<file path="config.mk">
export PLATFORM = sky130hd
export DESIGN_NAME = kathryn_seq_count_top_flat
export DESIGN_NICKNAME = d
export VERILOG_FILES = /design/src/rtl/kathryn_seq_count_top_if.sv /design/src/rtl/kathryn_seq_count_top.sv /design/src/flat_wrapper.sv
export SDC_FILE = /design/constraint.sdc
export NUM_CORES = 1
export LEC_CHECK = 0
export CAP_MARGIN = 0
export CORE_ASPECT_RATIO = 0.75
export CORE_MARGIN = 2
export CORE_UTILIZATION = 47
export CTS_CLUSTER_DIAMETER = 80
export DETAILED_ROUTE_END_ITERATION = 10
export GPL_TIMING_DRIVEN = 1
export PLACE_DENSITY = 0.78
export SYNTH_ARGS = -nofsm -noshare
export SYNTH_HDL_FRONTEND = slang
export SYNTH_SLANG_ARGS = --single-unit
export TNS_END_PERCENT = 1
</file>
<file path="constraint.sdc">
create_clock -name clk -period 1.8 [get_ports clk]
set_input_delay 0.45 -clock clk [delete_from_list [all_inputs] [get_ports clk]]
set_output_delay 0.45 -clock clk [all_outputs]
set_load 0.02 [all_outputs]
</file>
<file path="src/rtl/kathryn_seq_count_top_if.sv">
// Output bundle of the sequence counter: running count, done flag,
// sub-phase count and busy flag. The counter drives it (master) and
// any observer samples it (slave).
interface kathryn_seq_count_top_if #(
   parameter int WIDTH = 8
);
   logic [WIDTH-1:0] a;
   logic [WIDTH-1:0] b;
   logic [WIDTH-1:0] c;
   logic             d;

   modport master (
      output a,
      output b,
      output c,
      output d
   );

   modport slave (
      input a,
      input b,
      input c,
      input d
   );
endinterface

</file>
<file path="src/rtl/kathryn_seq_count_top.sv">
// Self-running sequence controller: a fixed start-up wait, a counting loop
// that advances a by STEP and c modulo C_MOD, then a terminal done state.
// No data inputs; behaviour depends only on clk and the active-low async rst.
module kathryn_seq_count_top #(
   parameter int WIDTH       = 8,
   parameter int WAIT_CYCLES = 6,
   parameter int LIMIT       = 48,
   parameter int STEP        = 1,
   parameter int C_MOD       = 4
) (
   input  logic                    clk,
   input  logic                    rst,
   kathryn_seq_count_top_if.master bus
);

   // Wait counter only has to reach WAIT_CYCLES-1, so it needs at least one bit.
   localparam int WCW = (WAIT_CYCLES > 1) ? $clog2(WAIT_CYCLES) : 1;

   localparam logic [WCW-1:0]   WAIT_LAST = WCW'(WAIT_CYCLES - 1);
   localparam logic [WIDTH:0]   STEP_W    = (WIDTH + 1)'(STEP);
   localparam logic [WIDTH:0]   LIMIT_W   = (WIDTH + 1)'(LIMIT);
   localparam logic [WIDTH-1:0] LIMIT_N   = WIDTH'(LIMIT);
   localparam logic [WIDTH-1:0] C_MASK    = WIDTH'(C_MOD - 1);
   localparam logic             LIMIT_IS0 = (LIMIT == 0);

   typedef enum logic [1:0] {
      ST_WAIT = 2'b00,
      ST_RUN  = 2'b01,
      ST_DONE = 2'b10
   } state_t;

   state_t           state_q, state_d;
   logic [WCW-1:0]   wait_cnt_q, wait_cnt_d;
   logic [WIDTH-1:0] a_q, a_d;
   logic [WIDTH-1:0] c_q, c_d;
   logic             done_q, done_d;
   logic             busy_q, busy_d;

   // One bit wider than a so the terminal compare can never be fooled by a wrap.
   logic [WIDTH:0]   a_sum;

   // Register all state and outputs; rst low forces the reset values at once.
   always_ff @(posedge clk or negedge rst) begin
      if (!rst) begin
         state_q    <= ST_WAIT;
         wait_cnt_q <= '0;
         a_q        <= '0;
         c_q        <= '0;
         done_q     <= 1'b0;
         busy_q     <= 1'b1;
      end else begin
         state_q    <= state_d;
         wait_cnt_q <= wait_cnt_d;
         a_q        <= a_d;
         c_q        <= c_d;
         done_q     <= done_d;
         busy_q     <= busy_d;
      end
   end

   // Next-state and next-output logic; everything holds unless a phase changes it.
   always_comb begin
      state_d    = state_q;
      wait_cnt_d = wait_cnt_q;
      a_d        = a_q;
      c_d        = c_q;
      done_d     = done_q;
      busy_d     = busy_q;
      a_sum      = {1'b0, a_q} + STEP_W;

      unique case (state_q)
         ST_WAIT: begin
            a_d    = '0;
            c_d    = '0;
            done_d = 1'b0;
            busy_d = 1'b1;
            if (wait_cnt_q == WAIT_LAST) begin
               wait_cnt_d = '0;
               if (LIMIT_IS0) begin
                  state_d = ST_DONE;
                  done_d  = 1'b1;
                  busy_d  = 1'b0;
               end else begin
                  state_d = ST_RUN;
               end
            end else begin
               wait_cnt_d = wait_cnt_q + WCW'(1);
            end
         end

         ST_RUN: begin
            if (a_sum == LIMIT_W) begin
               state_d = ST_DONE;
               a_d     = LIMIT_N;
               c_d     = '0;
               done_d  = 1'b1;
               busy_d  = 1'b0;
            end else begin
               a_d    = a_sum[WIDTH-1:0];
               c_d    = (c_q + WIDTH'(1)) & C_MASK;
               busy_d = 1'b1;
            end
         end

         ST_DONE: begin
            a_d    = LIMIT_N;
            c_d    = '0;
            done_d = 1'b1;
            busy_d = 1'b0;
         end

         default: begin
            state_d    = ST_WAIT;
            wait_cnt_d = '0;
            a_d        = '0;
            c_d        = '0;
            done_d     = 1'b0;
            busy_d     = 1'b1;
         end
      endcase
   end

   assign bus.a = a_q;
   assign bus.b = WIDTH'(done_q);
   assign bus.c = c_q;
   assign bus.d = busy_q;

endmodule

</file>
<file path="src/flat_wrapper.sv">
// flat-port wrapper written by rule: the top's interface ports become plain ports
module kathryn_seq_count_top_flat 
#(
   parameter int WIDTH       = 8,
   parameter int WAIT_CYCLES = 6,
   parameter int LIMIT       = 48,
   parameter int STEP        = 1,
   parameter int C_MOD       = 4
)
  (clk, rst, bus_a, bus_b, bus_c, bus_d);
  kathryn_seq_count_top_if #(.WIDTH(WIDTH)) bus_i ();
  input  logic clk;
  input  logic rst;
  output wire logic [$bits(bus_i.a)-1:0] bus_a;
  output wire logic [$bits(bus_i.b)-1:0] bus_b;
  output wire logic [$bits(bus_i.c)-1:0] bus_c;
  output wire logic [$bits(bus_i.d)-1:0] bus_d;
  assign bus_a = bus_i.a;
  assign bus_b = bus_i.b;
  assign bus_c = bus_i.c;
  assign bus_d = bus_i.d;
  kathryn_seq_count_top #(.WIDTH(WIDTH), .WAIT_CYCLES(WAIT_CYCLES), .LIMIT(LIMIT), .STEP(STEP), .C_MOD(C_MOD)) u_core (.clk(clk), .rst(rst), .bus(bus_i));
endmodule
</file>
==> results.toml, run 1 <==
[run_status]
outcome = "complete, no violations"

[sta]
drv_slew = 0
rsz0062_at_grt = "false"
setup_violations = 0
fin_setup_tns_ps = 0
fin_crit_sh_pct = 95.5
min_period_ps = 1720
fmax_mhz = 582
final.setup_skew_ps = 14.3
fin_hold_ws_ps = 379
fin_ws_ps = 81.6
hold_viol_final = 0

[synthesis]
syn_inst = 97
ys_async_sr_fraction_pct = 100
yosysSeqAreaShare_pct = 42.5
synthFlopType = "dfrtp_1"
yosysWarnings = 0
ys_types = 37
synthTopCellsByCount = "dfrtp_1 (16), buf_4 (14), nor2_1 (11), nand2_1 (6), xnor2_1 (6)"
yosys.area.top_type = "dfrtp_1"
synth_area_sq_um = 1000
avgSynthCellArea_sq_um = 10.4
synth_seq_cells = 17
synth_edf_count = 0
yosysMostFrequentCell = "dfrtp_1"
ys_top_cells_by_area = "dfrtp_1 (40%), buf_4 (10%), ha_1 (6.2%), xnor2_1 (5.2%), nor2_1 (4.1%)"
synth_top_area_share_pct = 39.9

[place]
place_area_sq_um = 1120
pre_cts_slack_ps = 190
port-buffer-count = 13
dp_hpwl_mm = 1.37
gp_congestion = 0.818

[die]
fp.dieW_microns = 57.4
coreArea_sq_um = 2010
start_util_pct = 49.9
dieArea_sq_um = 2530
chipHeight_microns = 44.0
num_rows = 14
ioPinCount = 27

[routing]
wl_per_cell_microns = 13.0
drt_iter0_markers = 22
num_vias = 679
ant_nets = 0
route.detailed.drc = 0
routed_wl_mm = 1.78
avgViaCountPerCell = 4.96
first_pass_iters = 4

[global_routing]
antenna_found_initial = 0
grt_first_pass_wirelength_mm = 2.84
grt_pass1_vias = 595
grt_max_degree = 12
globalRoute.totalOverflow = 0
grt_use_total_pct = 15.2

[clock_tree]
h-tree-depth = 1
clkTransAtPathRegs_ps = 110
clock_sinks = 17
cts_tree = "yes"
insertion_delay_ps = 310
clock-root-buffer = "clkbuf_4"
clock_path_buffers = 2
ctsHoldBuffers = 0
cts_buffers = 3

[power]
net-switching-power_mw = 0.168
power.density_nw_per_um2 = 552
pwr-share-clk_pct = 34.5
p_comb_share_pct = 5.5
p_leak_nw = 0.572
seqPwrFrac_pct = 60.0
finalPower_mw = 0.637
p_sw_share_pct = 26.4
ir_drop_uv = 534
intPower_mw = 0.468

[setup_path]
crit_type = "flop to output port"
r2r-start = "u_core.state_q[0]$_DFFE_PN0P_"
required_ps = 1350
cp_top_family = "buffers and inverters"
r2r_slack_ps = 180
cp_slowest_cell = "clkdlybuf4s50_1"
start_kind = "flop"
reg2reg_depth = 4
slowest_delay_ps = 600
crit_arrival_ps = 1270
path_buf_inv = 1
path_cells = "clkdlybuf4s50_1"
r2r_end = "u_core.wait_cnt_q[1]$_DFFE_PN0N_"
path_max_fanout = 2
critical_path_cell_count = 1
endpoint_kind = "output port"

[run]
cap_violations = 0

[final_layout]
drive_gt1_share_pct = 11.5
nNetsFinal = 121
fin_area_sq_um = 1150
antenna_cells = 0
area_growth_pct = 14.7
fillCellCount = 179

[hold_path]
hold_path_class = "primary input to asynchronous set/reset pin"
-- repair_timing --
action                     CTS  global route
setup endpoints to repair    5             6
gates resized for setup      5             6
setup buffers                0             0
-- flip-flops by register name (all words and copies together), names as in the netlist --
| name | flops |
|---|---|
| u_core.bus.a | 8 |
| u_core.wait_cnt_q | 3 |
| u_core.bus.c | 2 |
| u_core.state_q | 2 |
| u_core.bus.d | 1 |
| u_core.done_q | 1 |
-- cells by family after synthesis --
family / count (synthesis) / share of synthesized area (%)
fa+ha+maj: 5 / 6.23
mux: 4 / 4.73
other cells: 1 / 0.373
xor+xnor: 7 / 6.10
simple gates: 29 / 14.3
flops: 17 / 42.5
compound gates: 14 / 13.1
buf+inv: 20 / 12.7
-- cell usage in the layout, fill, tap and decap left out, types with 3 or more instances in the layout --
cell | netlist | layout
clkbuf_4 | 0 | 3
conb_1 | 1 | 13
dfrtp_1 | 16 | 16
dlygate4sd2_1 | 0 | 5
dlymetal6s2s_1 | 0 | 6
ha_1 | 5 | 5
inv_1 | 5 | 5
nand2_1 | 6 | 6
nand2b_1 | 3 | 3
nor2_1 | 11 | 11
xnor2_1 | 6 | 6
-- per-layer routing --
| layer | GRT usage, % | part of all wire (%) | vias up |
|---|---|---|---|
| met5 | 0 | 0 | - |
| met3 | 6.14 | 6.2 | 3 |
| met2 | 22.5 | 44 | 23 |
| met1 | 21.5 | 49 | 324 |
| met4 | 2.79 | 0.90 | 0 |
| li1 | - | - | 329 |
-- power by group through the flow --
stage / clock network [mW] / registers, mW / logic (mW)
global route: 0.241 / 0.382 / 0.0383
CTS: 0.224 / 0.382 / 0.0353
detailed placement: 0 / 0.389 / 0.0353
global placement: 0 / 0.389 / 0.0350
floorplan: 0 / 0.389 / 0.0451
finish: 0.220 / 0.382 / 0.0351
-- through the flow --
stage          util, %  cells
2_1_floorplan        -    109
3_3_place_gp      55.4    133
3_5_place_dp      55.4    133
4_1_cts           56.5    137
5_1_grt           57.2    137
6_report          57.2    137
-- worst max-delay path by stage --
stage               slack [ps]                         to                      start
floorplan                  110  u_core.done_q$_DFFE_PN0P_  u_core.bus.a[0]$_DFF_PN0_
global placement           230  u_core.done_q$_DFFE_PN0P_  u_core.bus.a[0]$_DFF_PN0_
detailed placement         190  u_core.done_q$_DFFE_PN0P_  u_core.bus.a[0]$_DFF_PN0_
CTS                          2                   bus_a[0]  u_core.bus.a[0]$_DFF_PN0_
global route                30                   bus_b[0]  u_core.done_q$_DFFE_PN0P_
finish                      80                   bus_b[0]  u_core.done_q$_DFFE_PN0P_
-- area by class of cell --
class	count	area (sq um)	area share (%)
Tap cell	24	30.0	2.61
Sequential cell	17	427	37.0
Clock buffer	3	22.5	1.95
Multi-Input combinational cell	72	495	43.0
Inverter	5	18.8	1.63
Timing Repair Buffer	15	154	13.4
Clock inverter	1	5.00	0.434
(Power assumes the default switching activity.)
==> run 2: changes to the inputs <==
CORE_UTILIZATION = 45   (was 47)
PLACE_DENSITY = 0.75   (was 0.78)
==> run 2 against run 1 <==
- sequential share of layout area unchanged
- register-to-register slack worse by 50 ps
- utilization down 0.98 points
- via count down 1.0%
- flip-flop and latch count unchanged
- highest routed layer unchanged
- critical endpoint is now bus_c[1]
==> results.toml, run 2 (synthesis results as in run 1) <==
[clock_tree]
cts_buffers = 3
clock-root-buffer = "clkbuf_4"
ctsHoldBuffers = 0
insertion_delay_ps = 290
cts_tree = "yes"
h-tree-depth = 1
clock_sinks = 17
clkTransAtPathRegs_ps = 90
clock_path_buffers = 2

[sta]
min_period_ps = 1710
final.setup_skew_ps = 2.72
fin_hold_ws_ps = 410
fin_ws_ps = 90.1
setup_violations = 0
hold_viol_final = 0
fmax_mhz = 585
fin_crit_sh_pct = 95.0
drv_slew = 0
fin_setup_tns_ps = 0
rsz0062_at_grt = "false"

[place]
place_area_sq_um = 1120
port-buffer-count = 13
gp_congestion = 0.824
dp_hpwl_mm = 1.45
pre_cts_slack_ps = 172
dp.cells = 133

[die]
coreArea_sq_um = 2050
dieArea_sq_um = 2630
ioPinCount = 27
fp.dieW_microns = 58.6
start_util_pct = 49.0
chipHeight_microns = 44.9
num_rows = 14

[final_layout]
layout_commonest_cell = "dfrtp_1"
area_growth_pct = 14.7
fillCellCount = 191
fin_area_sq_um = 1150
largest_reg_flops = 8
antenna_cells = 0
finish.cell_count_without_fillers = 137
final_cell_mix = "dfrtp_1 (16), conb_1 (13), nor2_1 (11)"
nNetsFinal = 121
drive_gt1_share_pct = 10.6

[setup_path]
slowest_delay_ps = 600
crit_type = "flop to output port"
path_buf_inv = 1
path_max_fanout = 2
endpoint_kind = "output port"
start_kind = "flop"
path_cells = "clkdlybuf4s50_1"
r2r_end = "u_core.done_q$_DFFE_PN0P_"
r2r-start = "u_core.bus.a[0]$_DFF_PN0_"
crit_arrival_ps = 1260
required_ps = 1350
cp_slowest_cell = "clkdlybuf4s50_1"
reg2reg_depth = 5
cp_top_family = "buffers and inverters"
r2r_slack_ps = 130
critPathLaunch = "u_core.bus.c[1]$_DFF_PN0_"

[routing]
wl_met3_microns = 120
routed_wl_mm = 1.87
met2_length_microns = 865
ant_nets = 0
avgViaCountPerCell = 4.91
drt_iter0_markers = 11
wl_per_cell_microns = 13.6
num_vias = 672
route.detailed.drc = 0
wl_met1_microns = 873
dr.max_layer_used = "met4"
first_pass_iters = 4

[hold_path]
hold_path_class = "primary input to asynchronous set/reset pin"

[power]
p_leak_nw = 0.572
ir_drop_uv = 515
power.density_nw_per_um2 = 535

[global_routing]
grt_pass1_vias = 623
antenna_found_initial = 0
grt_max_degree = 12
grt_use_total_pct = 15.4
globalRoute.totalOverflow = 0
grt_first_pass_wirelength_mm = 2.84

[run_status]
outcome = "complete, no violations"

[run]
cap_violations = 0
==> run 2: cell count changes in the layout (fill, tap and decap cells not counted) <==
cell / previous run / this run
clkdlybuf4s50_1: 2 / 3
clkbuf_1: 0 / 1
clkinv_2: 1 / 0
dlygate4sd2_1: 5 / 4
==> run 2: area by class of cell <==
type | count | area (sq um) | share of cell area (%)
Inverter | 5 | 18.8 | 1.63
Timing Repair Buffer | 15 | 155 | 13.5
Multi-Input combinational cell | 72 | 495 | 43.0
Clock buffer | 4 | 26.3 | 2.28
Sequential cell | 17 | 427 | 37.0
Tap cell | 24 | 30.0 | 2.61
==> run 2: metal layers <==
metal	up-vias	GRT usage, %
li1	326	-
met1	325	20.5
met2	19	23.4
met3	2	6.02
met4	0	4.19
met5	-	0
==> run 2: power breakdown <==
group          switching [mW]  internal (mW)
registers                   0          0.382
clock network           0.114         0.0862
logic                  0.0317        0.00334
total                   0.146          0.471
==> run 2: repair_timing <==
item | 4_1_cts | 5_1_grt
gates resized for setup | 4 | 6
setup buffers | 0 | 0
endpoints found under the setup margin | 4 | 6
==> run 2: worst max path at each step <==
stage / slack, ps / endpoint / cells past startpoint
after floorplan: 110 / u_core.done_q$_DFFE_PN0P_ / 5
after global placement: 230 / u_core.done_q$_DFFE_PN0P_ / 5
after detailed placement: 170 / u_core.wait_cnt_q[1]$_DFFE_PN0N_ / 4
after CTS: 1 / bus_c[0] / 1
after global routing: 20 / bus_c[1] / 1
final: 90 / bus_c[1] / 1
==> run 2: stage by stage <==
stage	total power, mW	utilization, %
2_1_floorplan	0.434	-
3_3_place_gp	0.424	54.5
3_5_place_dp	0.424	54.5
4_1_cts	0.629	55.5
5_1_grt	0.654	56.2
6_report	0.617	56.2
